<file path="src/rtl/fetch_stage.sv">
// Instruction-fetch stage with IF/ID pipeline register for a 5-stage MIPS pipeline.
// Handles Decode-resolved redirects, hazard stalls and a halt-then-drain sequence.
module fetch_stage #(
    parameter logic [31:0] RESET_PC     = 32'h0000_0000,
    parameter logic [31:0] HALT_INSTR   = 32'hFFFF_FFFF,
    parameter int          DRAIN_CYCLES = 4
) (
    input  logic        CLK,
    input  logic        reset,
    input  logic        Stall_F,
    input  logic        Stall_D,
    input  logic        PCSrc_D,
    input  logic [31:0] PCBranch_D,
    input  logic        Jump_D,
    input  logic [31:0] PCJump_D,
    input  logic [31:0] Instr_F,
    output logic [31:0] PC_F,
    output logic [31:0] Instr_D,
    output logic [31:0] PCPlus4_D,
    output logic        Halted
);

    localparam int CNT_W = $clog2(DRAIN_CYCLES + 2);

    typedef enum logic [1:0] {
        ST_RUN    = 2'd0,
        ST_DRAIN  = 2'd1,
        ST_HALTED = 2'd2
    } state_t;

    state_t             state_q, state_d;
    logic [31:0]        pc_q, pc_d;
    logic [31:0]        instr_q, instr_d;
    logic [31:0]        pcplus4_q, pcplus4_d;
    logic [CNT_W-1:0]   cnt_q, cnt_d;

    logic               redirect;
    logic               halt_detect;
    logic [31:0]        pc_plus4;
    logic [31:0]        next_pc;
    logic [CNT_W-1:0]   cnt_inc;
    logic               drain_done;

    assign redirect    = Jump_D | PCSrc_D;
    assign pc_plus4    = pc_q + 32'd4;
    assign next_pc     = Jump_D  ? PCJump_D   :
                         PCSrc_D ? PCBranch_D : pc_plus4;
    // A halt word on a stalled or squashed fetch is not a real halt.
    assign halt_detect = (Instr_F == HALT_INSTR) && !Stall_D && !redirect;
    assign cnt_inc     = cnt_q + CNT_W'(1);
    assign drain_done  = !Stall_D && (32'(cnt_inc) >= 32'(DRAIN_CYCLES));

    // State and datapath registers
    always_ff @(posedge CLK) begin
        if (reset) begin
            state_q   <= ST_RUN;
            pc_q      <= RESET_PC;
            instr_q   <= 32'h0;
            pcplus4_q <= 32'h0;
            cnt_q     <= '0;
        end else begin
            state_q   <= state_d;
            pc_q      <= pc_d;
            instr_q   <= instr_d;
            pcplus4_q <= pcplus4_d;
            cnt_q     <= cnt_d;
        end
    end

    // Next-state logic
    always_comb begin
        state_d = state_q;
        unique case (state_q)
            ST_RUN:    if (halt_detect) state_d = ST_DRAIN;
            ST_DRAIN:  if (drain_done)  state_d = ST_HALTED;
            ST_HALTED: state_d = ST_HALTED;
            default:   state_d = ST_RUN;
        endcase
    end

    // Datapath next values and outputs
    always_comb begin
        pc_d      = pc_q;
        instr_d   = instr_q;
        pcplus4_d = pcplus4_q;
        cnt_d     = cnt_q;
        unique case (state_q)
            ST_RUN: begin
                cnt_d = '0;
                if (!Stall_F && !halt_detect) begin
                    pc_d = next_pc;
                end
                // A stalled Decode keeps its branch; it re-resolves next cycle.
                if (Stall_D) begin
                    instr_d   = instr_q;
                    pcplus4_d = pcplus4_q;
                end else if (redirect || halt_detect) begin
                    instr_d   = 32'h0;
                    pcplus4_d = 32'h0;
                end else begin
                    instr_d   = Instr_F;
                    pcplus4_d = pc_plus4;
                end
            end
            ST_DRAIN: begin
                if (!Stall_D) begin
                    instr_d   = 32'h0;
                    pcplus4_d = 32'h0;
                    cnt_d     = cnt_inc;
                end
            end
            ST_HALTED: begin
                instr_d   = 32'h0;
                pcplus4_d = 32'h0;
            end
            default: begin
                pc_d      = RESET_PC;
                instr_d   = 32'h0;
                pcplus4_d = 32'h0;
                cnt_d     = '0;
            end
        endcase
    end

    assign PC_F      = pc_q;
    assign Instr_D   = instr_q;
    assign PCPlus4_D = pcplus4_q;
    assign Halted    = (state_q == ST_HALTED);

endmodule

</file>
<file path="config.mk">
export PLATFORM = sky130hd
export DESIGN_NAME = fetch_stage
export DESIGN_NICKNAME = d
export VERILOG_FILES = /design/src/rtl/fetch_stage.sv
export SDC_FILE = /design/constraint.sdc
export NUM_CORES = 1
export LEC_CHECK = 0
export CORE_AREA = 2 2 99 120
export DETAILED_ROUTE_END_ITERATION = 8
export DIE_AREA = 0 0 101 122
export HOLD_SLACK_MARGIN = 0.05
export PLACE_DENSITY_LB_ADDON = 0.12
export SLEW_MARGIN = 20
export SYNTH_ARGS = -nofsm -noshare
export SYNTH_HDL_FRONTEND = slang
export SYNTH_SLANG_ARGS = --single-unit
</file>
<file path="constraint.sdc">
create_clock -name CLK -period 4.76 [get_ports CLK]
set_clock_uncertainty 0.05 [all_clocks]
set_input_delay 0.952 -clock CLK [delete_from_list [all_inputs] [get_ports CLK]]
set_output_delay 0.952 -clock CLK [all_outputs]
set_load 0.05 [all_outputs]
</file>
## Yosys cells after proc, flatten, opt, wreduce, memory -nomap -nowiden

Cells that the tools add are included.

- Add/sub/neg operators: 2
- Order comparisons: 1
- Eq/ne operators: 8
- Mux-type cells: 16
- Bitwise logic cells: 3
- Reduce and logical (&&, ||, !) cells: 15

Operators by type and width:

| operator | count |
|---|---|
| 32-bit 2-to-1 mux | 8 |
| 32-bit case mux with 2 select lines | 3 |
| 32-bit by 3-bit adder with 32-bit output, second input constant | 1 |
| 32-bit equality test, second input constant | 1 |
| 2-bit inequality test, second input constant | 5 |
| 2-bit AND reduction | 4 |
| 2-bit case mux with 3 select lines | 1 |
| 3-bit case mux with 2 select lines | 1 |
| 1-bit logical AND | 4 |
| 1-bit logical NOT | 4 |
| 2-bit 2-to-1 mux | 2 |
| 3-bit by 1-bit adder with 3-bit output, second input constant | 1 |
| 3-bit greater-or-equal comparator, second input constant | 1 |
| 3-bit 2-to-1 mux | 1 |
| 2-bit by 1-bit equality test with 1-bit output, second input constant | 1 |
| 2-bit equality test, second input constant | 1 |
| 2-bit logical NOT | 1 |
| 1-bit inverter | 2 |
| 2-bit OR reduction | 1 |
| 1-bit logical OR | 1 |
| 1-bit OR | 1 |

- Bits in registers: 101
- Input bits: 102
- Output and inout bits: 97
- Logic and storage cells: 50

## Depth between registers and ports, before layout

Gate-level depths: netlist (run 1).

- Word-level depth: 7
- Gate-level depth with buffers: 9
- Mapped depth without buffers: 7

## Worst setup path before layout (run 1)

Ideal clock, no wire load.

- Path type: reg-to-reg
- Start point: reg pc_q[2], in the netlist PC_F[2]
- End point: reg pc_q[28], in the netlist PC_F[28]
- Library setup time: 84 ps
- Arrival time: 2436 ps
- Required time: 4626 ps
- Setup slack: 2189 ps
- Cell stages (with the launch flop): 8
- Buffers on the path: 1
- Clock period less this slack: 2571 ps
- Path through: dfxtp_1 ha_1 nand4_4 or4_4 buf_6 nor4_4 nor3_1 o31ai_2

- Word-level cells in the longest chain between the ends: 5

RTL lines:

| element | line | RTL |
|---|---|---|
| start: declaration | 32 | `logic [31:0] pc_q, pc_d;` |
| start signal: assignment | 63 | `pc_q <= pc_d;` |
| 32-bit by 3-bit adder with 32-bit output | 45 | `assign pc_plus4 = pc_q + 32'd4;` |
| 32-bit 2-to-1 mux | 47 | `PCSrc_D ? PCBranch_D : pc_plus4;` |
| 32-bit 2-to-1 mux | 46 | `assign next_pc = Jump_D ? PCJump_D :` |
| 32-bit 2-to-1 mux | 90 | `if (!Stall_F && !halt_detect) begin` |
| 32-bit case mux with 2 select lines | 87 | `unique case (state_q)` |

No other way between the ends. The select of a mux whose other input is x is not followed.
A chain may end at the register's enable or synchronous reset.

## Final worst setup path (run 1)

- Start point: in Jump_D
- End point: reg pc_q[8], in the netlist PC_F[8]

- Word-level cells in the longest chain between the ends: 7
- Elaborated cells on any way between the ends: 10
- Those cells by class: 1 x eq/ne; 3 x mux; 1 x bitwise; 5 x reduce/logical

RTL lines:

| element | line | RTL |
|---|---|---|
| start: declaration | 14 | `input logic Jump_D,` |
| 1-bit OR | 44 | `assign redirect = Jump_D \| PCSrc_D;` |
| 1-bit logical NOT | 49 | `assign halt_detect = (Instr_F == HALT_INSTR) && !Stall_D && !redirect;` |
| 1-bit logical AND | 49 |  |
| 1-bit logical NOT | 90 |  |
| 1-bit logical AND | 90 |  |
| 2-bit inequality test (no source line) | -- |  |
| 2-bit AND reduction (no source line) | -- |  |

Several ways; a longest one is shown, not always the timed one. The select of a mux whose other input is x is not followed.

==> reports/summary.md, run 1 <==
The signal on the critical path passes through clkdlybuf4s50_1 > buf_4 > or3b_2 > nor4_1 > nand3_1 > buf_4 > nand2_1 > o21ai_0. In this run the most critical hold path is launched from PCPlus4_D[26]$_SDFFE_PP0P_. The clock network accounts for 37.8% of the total power. The worst-case IR drop observed on VDD is 231.1 µV.

For the buffer levels on the longest clock path, the log shows 2. The floorplan row count came out at 43. The starting density of the core is 46.10%, and the via count normalized by instance count is 6.106. In this design, the stage delay of the slowest critical-path cell is 0.52 ns. The worst-case headroom to the max-slew limit was 40.57%. The endpoint identified for the worst register-to-register timing path is PC_F[8]$_SDFFE_PP0P_.

Buffers plus inverters on the worst setup path: 3. The logs give 0 ns for the setup total negative slack and 28650 µm for the global-route wire length before repair. Data on the critical path arrives at its endpoint at 3.57 ns. The switching power as a share of total power works out to 28.85%. For the worst setup path, the data required time is 4.92 ns. The run gives 7550 µm² as the final instance area. The number of synthesized flops with an enable pin was 0; the floorplan core area was 11300 µm².

The number of pins with negative max-slew slack in the final report is 0, and the die extent in y is 122 µm. The average instance in the mapped netlist occupies 8.063 µm². In the layout the commonest cells are sky130_fd_sc_hd__clkdlybuf4s50_1 (197), sky130_fd_sc_hd__dfxtp_1 (101), sky130_fd_sc_hd__nor2_1 (73).

Routability-driven placement finished with a final weighted congestion of 0.9210. At the end of the flow the core is filled with cells to 66.82%. In the final design database the tool counted 918 nets. The number of primary I/O pins was 199. In this run the register-to-register setup slack is 1.61 ns.

For the power dissipated by switching net loads, the log shows 0.0006287 W. The flop and latch count out of synthesis works out to 101. The class of the worst hold path is reg -> reg. Maximum fanout along the worst path: 20. In the synthesized netlist the dominant register cell turns out to be sky130_fd_sc_hd__dfxtp_1. The tools report the post-route worst hold slack as 0.4017 ns.

On the critical path the largest part of the delay comes from simple AND/OR/NAND/NOR gates. Across the run, the number of max-cap violations was 0. The run gives 5537 as the via count of the first global-routing pass. The flow ran to the end, and the final reports show no timing, DRC or antenna violations.

The number of buffers added by the clock tree synthesis step was 9. Leaving out fill and tap cells, the most frequent cell in the layout is sky130_fd_sc_hd__clkdlybuf4s50_1. The tools report the internal cell power as 0.001550 W. The number of diodes added for antenna fixing was 0; the area added between synthesis and finish was 44.94%.

In the final layout, the share of cells above drive strength 1 is 6.127%. For this block, the initial DRC count from the detailed router was 389. After layout, the design draws a total of 0.002179 W. CTS built an H-tree with a depth of 3.

The logs give 0.2932 GHz for the upper clock frequency limit and 4 for the first-pass detailed-route iteration total. The number of antenna violations at the first check in global routing was 0. The run gives 13540 µm as the final HPWL from detailed placement. The run gives 2935 µm² as the total area of multi-input combinational cells.

STA classifies the critical path endpoint as a register. The global-route congestion overflow total was 0. The summed instance area of the synthesized netlist was 5209 µm²; the number of buffers added to fix hold violations after cts was 0. After detailed routing, the average wire length per cell comes to 19.53 µm. In this run the remaining antenna-violating nets after routing total 0. In this run, post-CTS repair resized a total of 0 instances. The placed instances occupy a cell area of 7216 µm².

The setup path with the least slack is of type in -> reg. Summed over its instances, the top area cell type makes up 38.82% of the synthesized netlist area. The number of hold-slack violations in the final timing report was 0. After synthesis, the cell types taking the most area are sky130_fd_sc_hd__dfxtp_1 (39%), sky130_fd_sc_hd__a22oi_1 (6.8%), sky130_fd_sc_hd__nor2_1 (5.3%).

Setup violations remaining at the end of the flow were counted as 0. The tools report the global-route usage over all layers as 29.30%. The post-route minimum period came out at 3.411 ns. The run gives 2.563 nW as the leakage component of the power. After synthesis, the netlist uses 62 different library cells.

Summing all flip-flop and latch instances after layout gives 2022 µm². Sequential cells were found to cover 38.82% of the synthesized design area. Setup repair after global routing left no endpoint under its margin. The transition at the pin with the smallest max-transition slack is 0.8888 ns. The number of cells on the worst hold path works out to 2. Of all flip-flops after synthesis, the portion carrying an async set or reset was 0%. TritonCTS built the clock tree.

After layout, the worst path uses 71.66% of the clock period. During synthesis, Yosys emitted a total of 0 warnings. Counting the fill cells in the layout gives 1005. The path with the worst hold slack has its endpoint at PCPlus4_D[26]$_SDFFE_PP0P_. Clock latency on the worst-skew pair, taken at its later pin, is 0.34 ns. Of all cell types, the one taking the most synthesized area is sky130_fd_sc_hd__dfxtp_1. The die covers 12320 µm². The number of buffers inserted by port buffering is 198, and the number of sinks handled by clock tree synthesis is 101. Of the total power, combinational logic draws 19.6%. Counting every net in the synthesized netlist gives 753. Per report_power, the sequential group accounts for 42.6% of the total. Buffers added to address setup during post-CTS repair amount to 0.

The clock slew at the register clock pins of the worst setup and hold paths came out at 0.07 ns. In this design, the critical path's most frequently occurring cell is sky130_fd_sc_hd__buf_4. The tools report the startpoint of the lowest-slack register-to-register path as state_q[0]$_SDFFE_PP0P_. CTS placed an instance of sky130_fd_sc_hd__clkbuf_16 at the clock tree root.

For this run, design rule violations remaining after detail routing come to 0. Critical path's slowest cell: sky130_fd_sc_hd__clkdlybuf4s50_1. For the largest net degree at the start of global routing, the log shows 52. The startpoint class of the critical path is an input pin.

Summed over all layers, the routed wires come to 18580 µm. Detailed routing inserted a total of 5807 vias. The power density over the cells works out to 288.6 nW/µm². The depth of the most critical reg-to-reg path was 8.

For the gate count of the mapped netlist, the log shows 646. The x dimension of the die came out at 101 µm.
==> power groups by stage <==
stage | logic (W) | registers, W | clock network (W)
after floorplan | 0.000146 | 0.00103 | 0
after global placement | 0.000420 | 0.000943 | 0
after detailed placement | 0.000426 | 0.000945 | 0
after CTS | 0.000427 | 0.000926 | 0.000826
after global routing | 0.000452 | 0.000932 | 0.000860
final | 0.000428 | 0.000927 | 0.000824
==> metrics by stage <==
stage | setup slack (ns) | cells
2_1_floorplan | 2.189 | 646
3_3_place_gp | 1.099 | 935
3_5_place_dp | 1.006 | 935
4_1_cts | 1.373 | 951
5_1_grt | 1.205 | 951
6_report | 1.349 | 951
==> kinds of logic after synthesis <==
kind of cell / count (synthesis) / share of synthesized area (%)
fa+ha+maj: 5 / 1.201
xor+xnor: 11 / 1.850
flops: 101 / 38.82
buf+inv: 65 / 5.261
mux: 5 / 0.9609
simple gates: 244 / 23.88
compound gates: 215 / 28.03
==> sequential cells by signal, summed over array words and instances, names as in the netlist <==
| signal | count |
|---|---|
| Instr_D | 32 |
| PCPlus4_D | 32 |
| PC_F | 32 |
| cnt_q | 3 |
| state_q | 2 |
==> cell type report <==
class | count | area share (%)
Clock buffer | 11 | 3.348
Tap cell | 135 | 2.237
Sequential cell | 101 | 26.78
Inverter | 12 | 0.5966
Timing Repair Buffer | 207 | 27.08
Multi-Input combinational cell | 480 | 38.88
Clock inverter | 5 | 1.077
==> tightest hold or removal path: cells and delay by family, from the launching register on <==
kind / cells / cell delay (ns)
simple gates: 1 / 0.05
flops: 1 / 0.31
compound gates: 1 / 0.05
==> routing by layer <==
layer	wire, µm	global-route usage [%]	vias to the layer above
met2	9013	49.71	277
met4	609	11.57	0
met5	0	0	-
met1	7441	35.75	2741
li1	-	-	2747
met3	1511	6.827	42
==> synth_stat cells, drive strengths merged, types with 4 or more instances <==
| library cell | instances |
|---|---|
| nor2 | 75 |
| or3 | 4 |
| nand2 | 56 |
| o221ai | 4 |
| o21a | 10 |
| buf | 20 |
| and4 | 4 |
| nand2b | 4 |
| a22oi | 47 |
| clkbuf | 33 |
| a21oi | 29 |
| o31a | 8 |
| and3 | 7 |
| a31oi | 13 |
| xnor2 | 8 |
| inv | 11 |
| nor3b | 6 |
| a31o | 4 |
| o31ai | 10 |
| ha | 5 |
| o22ai | 13 |
| o21ai | 45 |
| a211oi | 8 |
| a21boi | 4 |
| o211ai | 4 |
| nor4 | 12 |
| nand4 | 22 |
| nand3 | 23 |
| mux2i | 5 |
| nor3 | 20 |
| dfxtp | 101 |
==> worst max-delay path by stage <==
stage	start	to	slack, ns	cells past startpoint
after global placement	Jump_D	PC_F[13]$_SDFFE_PP0P_	1.10	8
after CTS	Jump_D	PC_F[8]$_SDFFE_PP0P_	1.37	8
after global routing	Jump_D	PC_F[5]$_SDFFE_PP0P_	1.20	8
after floorplan	PC_F[2]$_SDFFE_PP0P_	PC_F[28]$_SDFFE_PP0P_	2.19	7
after detailed placement	Jump_D	PC_F[10]$_SDFFE_PP0P_	1.01	8
final	Jump_D	PC_F[8]$_SDFFE_PP0P_	1.35	8
No activity file was read; power rests on OpenSTA's default activity.
==> run 2: changes to the inputs <==
CORE_AREA = 2 2 102 123   (was 2 2 99 120)
DIE_AREA = 0 0 104 125   (was 0 0 101 122)
clock period = 3.21 ns   (was 4.76 ns; I/O delays follow)
==> run 2 against run 1 <==
  * Register-to-register slack worse by 0.98 ns
  * Sequential power is 48% higher
  * Worst setup slack worse by 0.87 ns
  * Routed wire length is 0.18% higher
  * Count of clock-buffer cells in the layout is 1 higher
  * Worst hold slack better by 0.0041 ns
  * Clock power is 36% higher
  * Global-route usage is 1.2 points lower
  * Die area is 5.5% higher
  * Flip-flop and latch count stayed put
  * Final area is 1.5% higher
  * Critical path depth is 1 lower
==> reports/summary.md, run 2 (same netlist as run 1, synthesis figures left out) <==
The run finished with clean final reports. The largest voltage drop on the vdd net is 224.7 µV (-2.7%). The number of antenna violations at the first check in global routing was 0 (unchanged). The via count normalized by instance count came out at 5.908 (-3.2%).

The run gives 43.80% (-2.3 points) as the starting density of the core. The startpoint identified for the worst register-to-register timing path is PC_F[2]$_SDFFE_PP0P_. End point of the most critical hold path: PCPlus4_D[15]$_SDFFE_PP0P_.

TritonCTS built the clock tree. The worst hold path belongs to the class reg -> reg. The number of sinks handled by clock tree synthesis came out at 101 (unchanged). Total number of H-tree levels: 3 (unchanged). The startpoint class of the critical path is an input pin. Setup repair after global routing left no endpoint under its margin.

Static timing analysis puts the maximum clock frequency at 0.3657 GHz. The fraction of layout instances using a drive strength above 1 was 7.358% (+1.2 points); the number of gates resized after cts was 0 (unchanged). The run gives 0 (unchanged) as the number of hold-slack violations in the final timing report.

The final HPWL from detailed placement is 13610 µm (+0.58%). The number of DRC markers in iteration 0 is 365 (-6.2%). The pre-CTS worst setup slack is 0.1598 ns (-0.8463 ns), and the post-route minimum period is 2.735 ns. The tools report the buffer count from post-CTS setup fixing as 0 (unchanged). The number of primary I/O pins is 199 (unchanged), and the number of cells on the worst hold path is 2 (unchanged). After layout, the worst path uses 85.19% of the clock period. The depth of the most critical reg-to-reg path was 6 (-2); the floorplan core area was 11890 µm² (+5.2%).

For the cell area after placement, the log shows 7358 µm² (+2.0%). The logs give 0 ns (unchanged) for the setup total negative slack and 9 (unchanged) for the number of buffers added by the clock tree synthesis step. The final estimated routing congestion in global placement was 0.9270 (+0.65%). The critical path is of the in -> reg type.

The die area was 13000 µm² (+5.5%). The run gives 0 (unchanged) as the number of diodes added for antenna fixing. The number of buffers added to fix hold violations after cts is 0 (unchanged), and the clock slew at the register clock pins of the worst setup and hold paths is 0.07 ns (about the same).

The transition at the pin with the smallest max-transition slack was 0.7949 ns (-0.09383 ns); the power density over the cells was 409.4 nW/µm² (+42%). The data required time of the worst path is 3.36 ns (-1.56 ns), and the global-route congestion overflow total is 0 (unchanged). The post-detailed-route DRC marker count is 0 (unchanged), and the floorplan row count is 44 (+2.3%).

The via count of the first global-routing pass is 5808 (+4.9%), and the worst-case headroom to the max-slew limit is 46.52% (+5.9 points). The run gives 66 (+27%) as the largest net degree at the start of global routing. The die extent in y is 125 µm (+2.5%), and the final instance area is 7660 µm² (+1.5%). The maximum fanout along the worst path works out to 12 (-40%).

Net count of the finished layout: 931 (+1.4%). The type of element capturing the critical path was a register. The capture instance of the worst register-to-register path is PC_F[28]$_SDFFE_PP0P_.

The routed wire length is 18610 µm (+0.18%), and the global-route wire length before repair is 29680 µm (+3.6%). In the layout the commonest cells are sky130_fd_sc_hd__clkdlybuf4s50_1 (197), sky130_fd_sc_hd__dfxtp_1 (101), sky130_fd_sc_hd__nor2_1 (73). The logs give 2 (unchanged) for the buffer levels on the longest clock path and 0.35 ns (about the same) for the insertion delay of the later-clocked pin in the worst-skew pair. The wire length per cell after detailed routing is 18.80 µm (-3.8%), and the final design utilization is 64.42% (-2.4 points). The logs give 5849 (+0.72%) for the vias after detailed routing and 0.63 ns (-0.98 ns) for the slack of the worst reg-to-reg path.

The most common cell after layout, fill and taps aside is sky130_fd_sc_hd__clkdlybuf4s50_1. The arrival time of data at the critical path endpoint is 2.88 ns (-0.69 ns), and the final worst slack is 0.4753 ns (-0.8739 ns). CTS placed an instance of sky130_fd_sc_hd__clkbuf_16 at the clock tree root. For the first-pass detailed-route iteration total, the log shows 5 (+1).

Relative to the synthesized area, the layout overhead comes to 47.06%. The logs give 2.609 nW (+1.8%) for the leakage component of the power and 0 (unchanged) for the max-cap violation count. The run gives 0 (unchanged) as the number of pins with negative max-slew slack in the final report.

The final number of setup-violating endpoints was 0 (unchanged); the x dimension of the die was 104 µm (+3.0%). The global-route usage over all layers is 28.14% (-1.2 points). The number of buffers inserted by port buffering came out at 198 (unchanged). The final antenna-violating net count was 0 (unchanged). In this run the most critical hold path is launched from PCPlus4_D[15]$_SDFFE_PP0P_.
==> run 2: cell type report <==
cell class                 count  area, µm²
fill                        1039       4232
multi-input combinational    480       2935
timing repair buffer         220       2155
sequential                   101       2022
clock buffer                  12      246.5
tap                          161      201.4
clock inverter                 4      55.05
inverter                      12      45.04
==> run 2: worst max path at each step <==
stage,startpoint,to,cells after the start
final,PCSrc_D,PC_F[27]$_SDFFE_PP0P_,7
after floorplan,PC_F[2]$_SDFFE_PP0P_,PC_F[28]$_SDFFE_PP0P_,7
after CTS,PCSrc_D,PC_F[27]$_SDFFE_PP0P_,7
after detailed placement,PCSrc_D,PC_F[27]$_SDFFE_PP0P_,7
after global placement,PCSrc_D,PC_F[22]$_SDFFE_PP0P_,7
after global routing,PCSrc_D,PC_F[27]$_SDFFE_PP0P_,7
==> run 2: routing by layer <==
layer / vias to the layer above / routed length (µm) / track usage (%)
met5: - / 0 / 0
met4: 0 / 575 / 12.80
met3: 43 / 1409 / 6.100
met2: 281 / 9213 / 48.76
met1: 2765 / 7409 / 33.27
li1: 2760 / - / -
==> run 2: worst max-delay path, stage by stage <==
cell and delay [ns]:
sky130_fd_sc_hd__clkdlybuf4s50_1 0.45, sky130_fd_sc_hd__or3b_2 0.53, sky130_fd_sc_hd__nor4_1 0.25, sky130_fd_sc_hd__nand3_1 0.40
sky130_fd_sc_hd__buf_4 0.34, sky130_fd_sc_hd__a31oi_1 0.19, sky130_fd_sc_hd__a211oi_1 0.07
==> run 2: where the power goes <==
part	total (W)	switching [W]	leakage, nW	internal (W)
logic	0.000645	0.000364	1.64	0.000281
clock network	0.00112	0.000489	0.143	0.000631
registers	0.00137	0.0000743	0.822	0.00130
total	0.00314	0.000927	2.61	0.00221
==> run 2: through the flow <==
| step | cells | power [W] | hold WS (ns) |
|---|---|---|---|
| 3_5_place_dp | 974 | 0.002040 | 0.3983 |
| 4_1_cts | 990 | 0.003150 | 0.4076 |
| 5_1_grt | 990 | 0.003249 | 0.4267 |
| 6_report | 990 | 0.003136 | 0.4058 |
| 2_1_floorplan | 646 | 0.001736 | 0.4190 |
| 3_3_place_gp | 974 | 0.002030 | 0.3913 |
